**config.mk**
```make
export PLATFORM = sky130hd
export DESIGN_NAME = disp_src_scheduler_flat
export DESIGN_NICKNAME = d
export VERILOG_FILES = /design/src/rtl/disp_pkg.sv /design/src/rtl/disp_src_scheduler_if.sv /design/src/rtl/hex7seg.sv /design/src/rtl/disp_src_scheduler.sv /design/src/flat_wrapper.sv
export SDC_FILE = /design/constraint.sdc
export NUM_CORES = 1
export LEC_CHECK = 0
export ABC_AREA = 1
export ABC_CLOCK_PERIOD_IN_PS = 3000
export BUFFER_PORTS_ARGS = -buffer_cell sky130_fd_sc_hd__buf_2
export CAP_MARGIN = 0
export CORE_MARGIN = 5
export CORE_UTILIZATION = 62
export DETAILED_ROUTE_END_ITERATION = 7
export GPL_TIMING_DRIVEN = 0
export PLACE_DENSITY = 0.93
export SLEW_MARGIN = 30
export SYNTH_ARGS = -nofsm -noshare
export SYNTH_HDL_FRONTEND = slang
export SYNTH_SLANG_ARGS = --single-unit
export TNS_END_PERCENT = 10
```
**constraint.sdc**
```tcl
create_clock -name clk -period 3 [get_ports clk]
set_clock_uncertainty 0.05 [all_clocks]
set_input_delay 0.15 -clock clk [delete_from_list [all_inputs] [get_ports clk]]
set_output_delay 0.15 -clock clk [all_outputs]
set_load 0.05 [all_outputs]
```
**src/rtl/disp_pkg.sv**
```systemverilog
// ---------------------------------------------------------------------------
// disp_pkg
// Shared definitions for the debug display source scheduler:
//   - state_t        : scheduler FSM states (SETTLE, SHOW, ADVANCE)
//   - SETTLE_CYCLES  : cycles spent waiting for sel_out + registered mux
//   - SRC_*          : source index of each debug value on the mux
//   - HEX7_N         : active-low {g,f,e,d,c,b,a} patterns for hex 0..F
// ---------------------------------------------------------------------------
package disp_pkg;

    typedef enum logic [1:0] {
        SETTLE  = 2'd0,
        SHOW    = 2'd1,
        ADVANCE = 2'd2
    } state_t;

    // One cycle for the sel_out register, one for the registered source mux.
    localparam int unsigned SETTLE_CYCLES = 2;

    localparam logic [2:0] SRC_SYSCALL = 3'd0;
    localparam logic [2:0] SRC_PC      = 3'd1;
    localparam logic [2:0] SRC_TIME    = 3'd2;
    localparam logic [2:0] SRC_J       = 3'd3;
    localparam logic [2:0] SRC_B_OK    = 3'd4;
    localparam logic [2:0] SRC_B       = 3'd5;
    localparam logic [2:0] SRC_MDATA   = 3'd6;
    localparam logic [2:0] SRC_LOADUSE = 3'd7;

    // Index = nibble value; a segment is lit when its bit is 0.
    localparam logic [6:0] HEX7_N [16] = '{
        7'h40, 7'h79, 7'h24, 7'h30,   // 0 1 2 3
        7'h19, 7'h12, 7'h02, 7'h78,   // 4 5 6 7
        7'h00, 7'h10, 7'h08, 7'h03,   // 8 9 A b
        7'h46, 7'h21, 7'h06, 7'h0E    // C d E F
    };

endpackage

```
**src/rtl/disp_src_scheduler_if.sv**
```systemverilog
// ---------------------------------------------------------------------------
// disp_src_scheduler_if
// Bundles the scheduler's control inputs, mux data and display pins.
//   auto_en    : 1 = auto-rotate sources, 0 = follow manual_sel
//   manual_sel : source select from the board switches
//   freeze     : hold source, display contents and dwell count
//   data_in    : value from the registered source mux
//   sel_out    : source select driven to the mux
//   an_n       : digit anodes, active-low, bit i = digit i (0 rightmost)
//   seg_n      : segments {dp,g,f,e,d,c,b,a}, active-low
// Modports: master (board/bench side), slave (scheduler side).
// ---------------------------------------------------------------------------
interface disp_src_scheduler_if;

    logic        auto_en;
    logic [2:0]  manual_sel;
    logic        freeze;
    logic [31:0] data_in;
    logic [2:0]  sel_out;
    logic [7:0]  an_n;
    logic [7:0]  seg_n;

    modport master (
        output auto_en, manual_sel, freeze, data_in,
        input  sel_out, an_n, seg_n
    );

    modport slave (
        input  auto_en, manual_sel, freeze, data_in,
        output sel_out, an_n, seg_n
    );

endinterface

```
**src/rtl/hex7seg.sv**
```systemverilog
// ---------------------------------------------------------------------------
// hex7seg
// Combinational hex-to-seven-segment decoder.
//   nibble : 4-bit value to display
//   seg_n  : active-low {g,f,e,d,c,b,a}
// ---------------------------------------------------------------------------
module hex7seg
    import disp_pkg::*;
(
    input  logic [3:0] nibble,
    output logic [6:0] seg_n
);

    assign seg_n = HEX7_N[nibble];

endmodule

```
**src/rtl/disp_src_scheduler.sv**
```systemverilog
// ---------------------------------------------------------------------------
// disp_src_scheduler
// Picks which of the 8 debug sources feeds the display (auto rotation or
// switches) and scans the 32-bit value onto an 8-digit multiplexed
// seven-segment display.
//   clk   : system clock
//   rst_n : asynchronous active-low reset
//   bus   : disp_src_scheduler_if.slave (controls, mux data, display pins)
// Parameters:
//   SCAN_DIV    : clock cycles each digit is lit (>= 2)
//   DWELL_SCANS : full 8-digit scan rounds per source in auto mode (>= 1)
// Build option:
//   DISP_SRC_DP_EN : when defined, the decimal point is lit on the digit whose
//                    index equals sel_out, identifying the current source.
// ---------------------------------------------------------------------------
module disp_src_scheduler
    import disp_pkg::*;
#(
    parameter int unsigned SCAN_DIV    = 50000,
    parameter int unsigned DWELL_SCANS = 256
) (
    input logic                 clk,
    input logic                 rst_n,
    disp_src_scheduler_if.slave bus
);

    localparam int unsigned SCAN_W   = $clog2(SCAN_DIV);
    localparam int unsigned DWELL_W  = (DWELL_SCANS > 1) ? $clog2(DWELL_SCANS) : 1;
    localparam int unsigned SETTLE_W = (SETTLE_CYCLES > 1) ? $clog2(SETTLE_CYCLES) : 1;

    localparam logic [SCAN_W-1:0]   SCAN_LAST   = SCAN_W'(SCAN_DIV - 1);
    localparam logic [DWELL_W-1:0]  DWELL_LAST  = DWELL_W'(DWELL_SCANS - 1);
    localparam logic [SETTLE_W-1:0] SETTLE_LAST = SETTLE_W'(SETTLE_CYCLES - 1);

    // ------------------------------------------------------------------
    // Scan timing: free-running, never paused by freeze or settling.
    // ------------------------------------------------------------------
    logic [SCAN_W-1:0] scan_cnt;
    logic [2:0]        digit;
    logic              scan_term;
    logic              round_end;

    assign scan_term = (scan_cnt == SCAN_LAST);
    assign round_end = scan_term && (digit == 3'd7);

    // NOTE: clocked state is always assigned with <= so every flop samples
    // the pre-edge values of its neighbours, independent of block order.
    always_ff @(posedge clk or negedge rst_n) begin
        if (!rst_n) begin
            scan_cnt <= '0;
            digit    <= 3'd0;
        end else if (scan_term) begin
            scan_cnt <= '0;
            digit    <= digit + 3'd1;
        end else begin
            scan_cnt <= scan_cnt + SCAN_W'(1);
        end
    end

    // ------------------------------------------------------------------
    // Source scheduler FSM
    // ------------------------------------------------------------------
    state_t              state, state_next;
    logic [SETTLE_W-1:0] settle_cnt, settle_next;
    logic [DWELL_W-1:0]  dwell_cnt, dwell_next;
    logic [2:0]          sel_reg, sel_next;
    logic [31:0]         disp_reg, disp_next;
    logic                manual_change;

    // Freeze outranks a switch change, which outranks auto rotation.
    assign manual_change = !bus.auto_en && !bus.freeze && (bus.manual_sel != sel_reg);

    always_ff @(posedge clk or negedge rst_n) begin
        if (!rst_n) begin
            state      <= SETTLE;
            settle_cnt <= '0;
            dwell_cnt  <= '0;
            sel_reg    <= SRC_SYSCALL;
            disp_reg   <= '0;
        end else begin
            state      <= state_next;
            settle_cnt <= settle_next;
            dwell_cnt  <= dwell_next;
            sel_reg    <= sel_next;
            disp_reg   <= disp_next;
        end
    end

    // NOTE: every output of this block gets a hold value first, so no path
    // through the case statement can leave a signal unassigned (no latches).
    always_comb begin
        state_next  = state;
        settle_next = settle_cnt;
        dwell_next  = dwell_cnt;
        sel_next    = sel_reg;
        disp_next   = disp_reg;

        if (manual_change) begin
            // Restarts settling even when already in SETTLE.
            sel_next    = bus.manual_sel;
            dwell_next  = '0;
            state_next  = SETTLE;
            settle_next = '0;
        end else begin
            // Dwell is meaningless in manual mode; keeping it at zero means
            // a later switch to auto starts a fresh dwell without SETTLE.
            if (!bus.auto_en && !bus.freeze) begin
                dwell_next = '0;
            end

            unique case (state)
                SETTLE: begin
                    // Settling only waits out pipeline latency, so it keeps
                    // running while frozen.
                    if (settle_cnt == SETTLE_LAST) begin
                        state_next  = SHOW;
                        settle_next = '0;
                    end else begin
                        settle_next = settle_cnt + SETTLE_W'(1);
                    end
                end
                SHOW: begin
                    if (!bus.freeze) begin
                        disp_next = bus.data_in;
                        if (bus.auto_en && round_end) begin
                            if (dwell_cnt == DWELL_LAST) begin
                                state_next = ADVANCE;
                                dwell_next = '0;
                            end else begin
                                dwell_next = dwell_cnt + DWELL_W'(1);
                            end
                        end
                    end
                end
                ADVANCE: begin
                    // A frozen advance waits here until release.
                    if (!bus.freeze) begin
                        sel_next    = sel_reg + 3'd1;
                        state_next  = SETTLE;
                        settle_next = '0;
                    end
                end
                default: begin
                    state_next  = SETTLE;
                    settle_next = '0;
                end
            endcase
        end
    end

    assign bus.sel_out = sel_reg;

    // ------------------------------------------------------------------
    // Display drive: registered anode/segment outputs for the current digit
    // ------------------------------------------------------------------
    logic [3:0] nibble;
    logic [6:0] hex_seg;
    logic       dp_n;
    logic [7:0] an_reg;
    logic [7:0] seg_reg;

    assign nibble = disp_reg[{digit, 2'b00} +: 4];

    hex7seg u_hex7seg (
        .nibble (nibble),
        .seg_n  (hex_seg)
    );

`ifdef DISP_SRC_DP_EN
    assign dp_n = (digit != sel_reg);
`else
    assign dp_n = 1'b1;
`endif

    always_ff @(posedge clk or negedge rst_n) begin
        if (!rst_n) begin
            an_reg  <= 8'hFF;
            seg_reg <= 8'hFF;
        end else begin
            an_reg  <= ~(8'h01 << digit);
            seg_reg <= {dp_n, hex_seg};
        end
    end

    assign bus.an_n  = an_reg;
    assign bus.seg_n = seg_reg;

endmodule
```
**src/flat_wrapper.sv**
```systemverilog
// flat-port wrapper written by rule: the top's interface ports become plain ports
module disp_src_scheduler_flat import disp_pkg::*;
#(
    parameter int unsigned SCAN_DIV    = 50000,
    parameter int unsigned DWELL_SCANS = 256
)
  (clk, rst_n, bus_auto_en, bus_manual_sel, bus_freeze, bus_data_in, bus_sel_out, bus_an_n, bus_seg_n);
  disp_src_scheduler_if bus_i ();
  input logic clk;
  input logic rst_n;
  input wire logic [$bits(bus_i.auto_en)-1:0] bus_auto_en;
  input wire logic [$bits(bus_i.manual_sel)-1:0] bus_manual_sel;
  input wire logic [$bits(bus_i.freeze)-1:0] bus_freeze;
  input wire logic [$bits(bus_i.data_in)-1:0] bus_data_in;
  output wire logic [$bits(bus_i.sel_out)-1:0] bus_sel_out;
  output wire logic [$bits(bus_i.an_n)-1:0] bus_an_n;
  output wire logic [$bits(bus_i.seg_n)-1:0] bus_seg_n;
  assign bus_i.auto_en = bus_auto_en;
  assign bus_i.manual_sel = bus_manual_sel;
  assign bus_i.freeze = bus_freeze;
  assign bus_i.data_in = bus_data_in;
  assign bus_sel_out = bus_i.sel_out;
  assign bus_an_n = bus_i.an_n;
  assign bus_seg_n = bus_i.seg_n;
  disp_src_scheduler #(.SCAN_DIV(SCAN_DIV), .DWELL_SCANS(DWELL_SCANS)) u_core (.clk(clk), .rst_n(rst_n), .bus(bus_i));
endmodule
```
=== Word level (Yosys, flattened, before mapping) ===
Memory sizes are Yosys's and may differ from the RTL's. A register that Yosys moved wholly into a read port is not among the register bits.
Cells that the tools add are included.

* Memory bits (read-only): 112
* Register bits: 73
* Latch bits: 0
* RAM bits: 0
* Output and inout port bits: 19
* Bits of input ports: 39
* Memories kept: 1

{| class="wikitable"
|+ Memories
! memory !! depth !! bits a word !! rd ports !! clocked after memory_dff !! wr ports !! line !! source
|-
| (name not given) || 16 || 7 || 1 || 1 || 0 || hex7seg.sv:14 || <nowiki>assign seg_n = HEX7_N[nibble];</nowiki>
|}

* Add/subtract/negate cells: 5
* Reduce and logical (&&, ||, !) cells: 13
* Mux-type cells: 21
* Eq/ne operators: 13
* Shifts and indexed selects: 2
* Div/mod/pow operators: 0
* $mul: 0
* Order comparisons: 0
* Bitwise logic cells: 4

{| class="wikitable"
|+ Operators by type and width
! kind !! count
|-
| 8-bit 2-to-1 mux || 6
|-
| 32-bit by 6-bit indexed part select with 4-bit output || 1
|-
| 16-bit by 1-bit adder with 16-bit output (second input constant) || 1
|-
| 16-bit equality test (second input constant) || 1
|-
| 16-bit 2-to-1 mux || 1
|-
| 2-bit 2-to-1 mux || 6
|-
| 3-bit 2-to-1 mux || 3
|-
| 3-bit by 1-bit inequality test with 1-bit output (second input constant) || 3
|-
| 8-bit by 1-bit adder with 8-bit output (second input constant) || 1
|-
| 8-bit equality test (second input constant) || 1
|-
| 8-bit inverter || 1
|-
| 1-bit by 3-bit << shifter with 8-bit output (first input constant) || 1
|-
| 3-bit by 1-bit adder with 3-bit output (second input constant) || 2
|-
| 3-bit by 2-bit inequality test with 1-bit output (second input constant) || 2
|-
| 2-bit case mux with 3 select lines || 1
|-
| 4-bit inverter with 5-bit output || 1
|-
| 5-bit AND reduction || 1
|-
| 1-bit logical AND || 4
|-
| 2-bit by 1-bit inequality test with 1-bit output (second input constant) || 2
|-
| 2-bit AND reduction || 2
|-
| 3-bit equality test (second input constant) || 1
|-
| 1-bit logical NOT || 3
|-
| 1-bit 2-to-1 mux || 3
|-
| 3-bit inequality test || 1
|-
| 8 further kinds || 9
|}

=== Depth between registers and ports, before layout ===
* Depth in word-level cells: 7
* Depth in mapped cells: 14
* Gate-level depth less buffers: 13

=== Cells and area by module ===
Synthesis repeated with hierarchy kept, for this count alone.

* Cell total of the unflattened synthesis: 520
* Area total of the unflattened synthesis: 4146.5 um2

{| class="wikitable"
|+ By module, submodules not included
! module !! seq. area each (um2) !! area each (um2) !! instances !! cells an instance
|-
| disp_src_scheduler || 2020.7 || 3872.5 || 1 || 471
|-
| hex7seg || 0.0 || 274.0 || 1 || 49
|}

=== Least setup slack after synthesis ===
No wires, ideal clock.

* Path kind: reg2reg
* Start: register u_core.digit[0]
* End: register u_core.seg_reg[3], in the netlist u_core.bus.seg_n[3]
* Cell stages (with the launch flop): 13
* Arrival time: 1.625 ns
* Path slack: 1.249 ns
* Period minus slack after synthesis: 1.751 ns
* Setup time: 0.076 ns
* Cells stage by stage: dfrtp_1 inv_1 buf_4 nand2_1 nand3_1 nand2_1 o21ai_2 inv_1 ha_1 nand3_1 nand2_1 nand2_1 nand2_1

* Word-level cells in the longest chain between the ends: 2

{| class="wikitable"
|+ Ends and longest elaborated chain
! element !! line !! source
|-
| from (decl) || disp_src_scheduler.sv:39 || <nowiki>logic [2:0] digit;</nowiki>
|-
| from (signal assigned) || disp_src_scheduler.sv:54 || <nowiki>digit <= digit + 3'd1;</nowiki>
|-
| 32-bit by 6-bit indexed part select with 4-bit output || disp_src_scheduler.sv:162 || <nowiki>assign nibble = disp_reg[{digit, 2'b00} +: 4];</nowiki>
|-
| 4-bit inverter with 5-bit output (implied by the code) || hex7seg.sv:14 ||
|-
| to (decl) || disp_src_scheduler.sv:160 || <nowiki>logic [7:0] seg_reg;</nowiki>
|}

No other way between the ends.
A chain may end at the register's enable or synchronous reset.

=== Worst setup path in the final report ===
* Start: register u_core.digit[0]
* End: register u_core.seg_reg[6], in the netlist u_core.bus.seg_n[6]

Same word-level chain as after synthesis.

==> results.toml <==
[outcome]
status = "complete, no violations"

[finish]
areaGrowthSynthToFinish_pct = 22.03
fin_cells = 724
largest_reg_flops = 32
drive_above_1_share_pct = 18.94
diodes = 0
nets = 693

[cts]
cts_tree = "yes"
ctsResizeCount = 0
cts.htree.levels = 3
cts_buffers = 9
worstSkewPairLatency_ns = 0.37
cts_setup_buffers = 0
cts_root_buf = "clkbuf_8"
cts_buffer_depth = 2
clk_pin_slew_ns = 0.09
clock-sinks = 80
cts_hold_buf = 34

[floorplanning]
io_pins = 58
num_rows = 30
dieWidth_um = 92.84
die_y_um = 92.84
fp.coreArea_sq_um = 6719
initial_core_util_pct = 63.31
die-area_sq_um = 8618

[setup_path]
worstReg2RegStart = "u_core.digit[0]"
cp-start-kind = "flop"
critPathKind = "reg -> reg"
endpoint = "u_core.bus.seg_n[6]"
r2r_end = "u_core.bus.seg_n[6]"
critPathCaptureType = "flop"
cp_max_fo = 11
ff2ff_path_depth = 12
required_ns = 3.24
startpoint = "u_core.digit[0]"
r2r_slack_ns = 0.78
cp.arrival_ns = 2.46

[drt]
totalWireLength_um = 11740
drtAntennaViolNets = 0
first_pass_iters = 6
drt_iter0_markers = 337
vias_per_cell = 5.731
vias = 4149
drc = 0
avgRoutedWirePerCell_um = 16.21

[timing]
timing.final.crit_share_pct = 74.04
final-hold-violation-count = 0
worstMarginPinSlew_ns = 0.4999
slew_headroom_pct = 66.45
slew_viol_final = 0
fmax_ghz = 0.4502
finalSetupTns_ns = 0
period_minus_slack_ns = 2.221
finalSetupViolCount = 0
rsz0062_at_grt = "false"

[logic_synthesis]
syn_area_sq_um = 4254
avgSynthCellArea_sq_um = 7.922
syn-num-nets = 591
postSynthCellCount = 537
synthDistinctLibCells = 32
synth-seq-cells = 80
yosys_warnings = 0
ys_seq_area_share_pct = 47.50

[placement]
gp_congestion = 0.8796
dp.cells = 674
portBuffers = 56
hpwlAfterDp_um = 6941

[hold_path]
min_path_type = "in -> reg"

[grt]
grt_use_total_pct = 28.44
use_met1_pct = 33.60
antenna_found_initial = 0
use_met2_pct = 46.85
top_usage_layer = "met2"
grt.overflow.total = 0
grt_max_degree = 57
grt_pass1_vias = 4048
met3_usage_pct = 7.392
grt_pass1_wl_um = 19000

[power]
p_leak_nw = 2.725
cellPowerDensity_nw_per_um2 = 689.6
vdd.ir_drop.worst_v = 0.0005148

[job]
cap_violations = 0
## final cells by class
type | instances | area [sq um]
well taps | 80 | 100.1
clock inverters | 7 | 62.56
plain buffers | 14 | 90.09
flip-flops and latches | 80 | 2021
inverters | 79 | 296.5
multi-input cells | 364 | 1847
fillers | 419 | 1528
repair buffers | 91 | 650.6
clock buffers | 9 | 123.9
## worst min path at each step
stage	startpoint	endpoint	slack, ns	cells after the start
final	bus_manual_sel[0]	u_core.bus.sel_out[0]	0.004	3
after global routing	bus_manual_sel[0]	u_core.bus.sel_out[0]	0.01	3
after CTS	bus_manual_sel[0]	u_core.bus.sel_out[0]	0.001	3
after detailed placement	rst_n	u_core.scan_cnt[13]	0.03	1
after global placement	bus_data_in[31]	u_core.disp_reg[31]	0.31	3
after floorplan	rst_n	u_core.bus.sel_out[0]	-0.20	0
## cell usage in the layout, fill, tap and decap left out, drive strengths merged, types with 7 or more instances in the layout
cell type	n
buf	71
clkbuf	9
dfrtp	65
dfstp	15
dlygate4sd3	34
ha	15
inv	82
nand2	158
nand3	56
nand4	7
nor2	43
o21ai	48
xor2	10
## per-stage QoR
stage                     area, sq um  worst slack, ns  utilization (%)  power, mW  hold slack (ns)
final                            5191           0.7787            77.26      3.580         0.004394
after global routing             5191           0.6019            77.26      3.785          0.01094
after CTS                        5191           0.8927            77.26      3.459         0.001213
after detailed placement         4664           0.9164            69.42      2.664          0.03187
after global placement           4634            1.013            68.98      2.580           0.3059
after floorplan                  4254            1.249                -      2.353          -0.1956
## routing by layer
| layer | vias up | share of wire, % |
|---|---|---|
| met5 | - | 0 |
| met4 | 0 | 5.9 |
| met3 | 78 | 9.1 |
| met2 | 278 | 48 |
| met1 | 1904 | 37 |
| li1 | 1889 | - |
## Yosys cell counts
master	instances	area, sq um
a21oi_1	4	20.02
a31oi_1	1	6.260
buf_2	6	30.03
buf_4	8	60.06
conb_1	1	3.750
dfrtp_1	65	1627
dfstp_2	15	394.1
ha_1	15	187.7
inv_1	76	285.3
inv_2	3	11.26
nand2_1	153	574.3
nand2_2	5	31.28
nand3_1	55	275.3
nand3_2	1	10.01
nand3b_1	2	15.01
nand4_1	6	37.54
nand4_4	1	21.27
nor2_1	36	135.1
nor2_2	3	18.77
nor2_4	4	45.04
nor3_1	5	25.02
nor3_2	1	10.01
nor3b_1	1	7.510
nor4_1	2	12.51
o211ai_1	3	22.52
o21ai_0	44	220.2
o21ai_1	3	15.01
o21ai_2	1	8.760
o22ai_1	1	6.260
or2_2	1	6.260
xnor2_1	5	43.79
xor2_1	10	87.58
## report_power, final
| group | internal (mW) | leakage, nW | switching [mW] | total [mW] |
|---|---|---|---|---|
| logic | 0.388 | 1.64 | 0.916 | 1.30 |
| clock network | 0.317 | 0.0923 | 0.459 | 0.775 |
| registers | 1.39 | 0.988 | 0.115 | 1.50 |
| total | 2.09 | 2.73 | 1.49 | 3.58 |
## worst max-delay path: stages (launching register included)
cell,delay [ns]
dfrtp_1,0.44
inv_1,0.16
buf_4,0.23
nand2_1,0.09
nand3_1,0.08
nand2_1,0.10
o21ai_2,0.30
inv_1,0.14
ha_1,0.24
nand3_1,0.13
nand2_1,0.07
nand2_1,0.06
nand2_1,0.06
## kinds of logic (layout without fill, tap and decap cells)
| group | Yosys count | in the layout | share of synthesized area (%) |
|---|---|---|---|
| flops | 80 | 80 | 47.50 |
| simple gates | 276 | 276 | 28.79 |
| compound gates | 57 | 57 | 7.029 |
| buf+inv | 93 | 200 | 9.088 |
| xor+xnor | 15 | 15 | 3.088 |
| other cells | 1 | 1 | 0.08815 |
| fa+ha+maj | 15 | 15 | 4.412 |
Power figures use the tool's default switching activity.
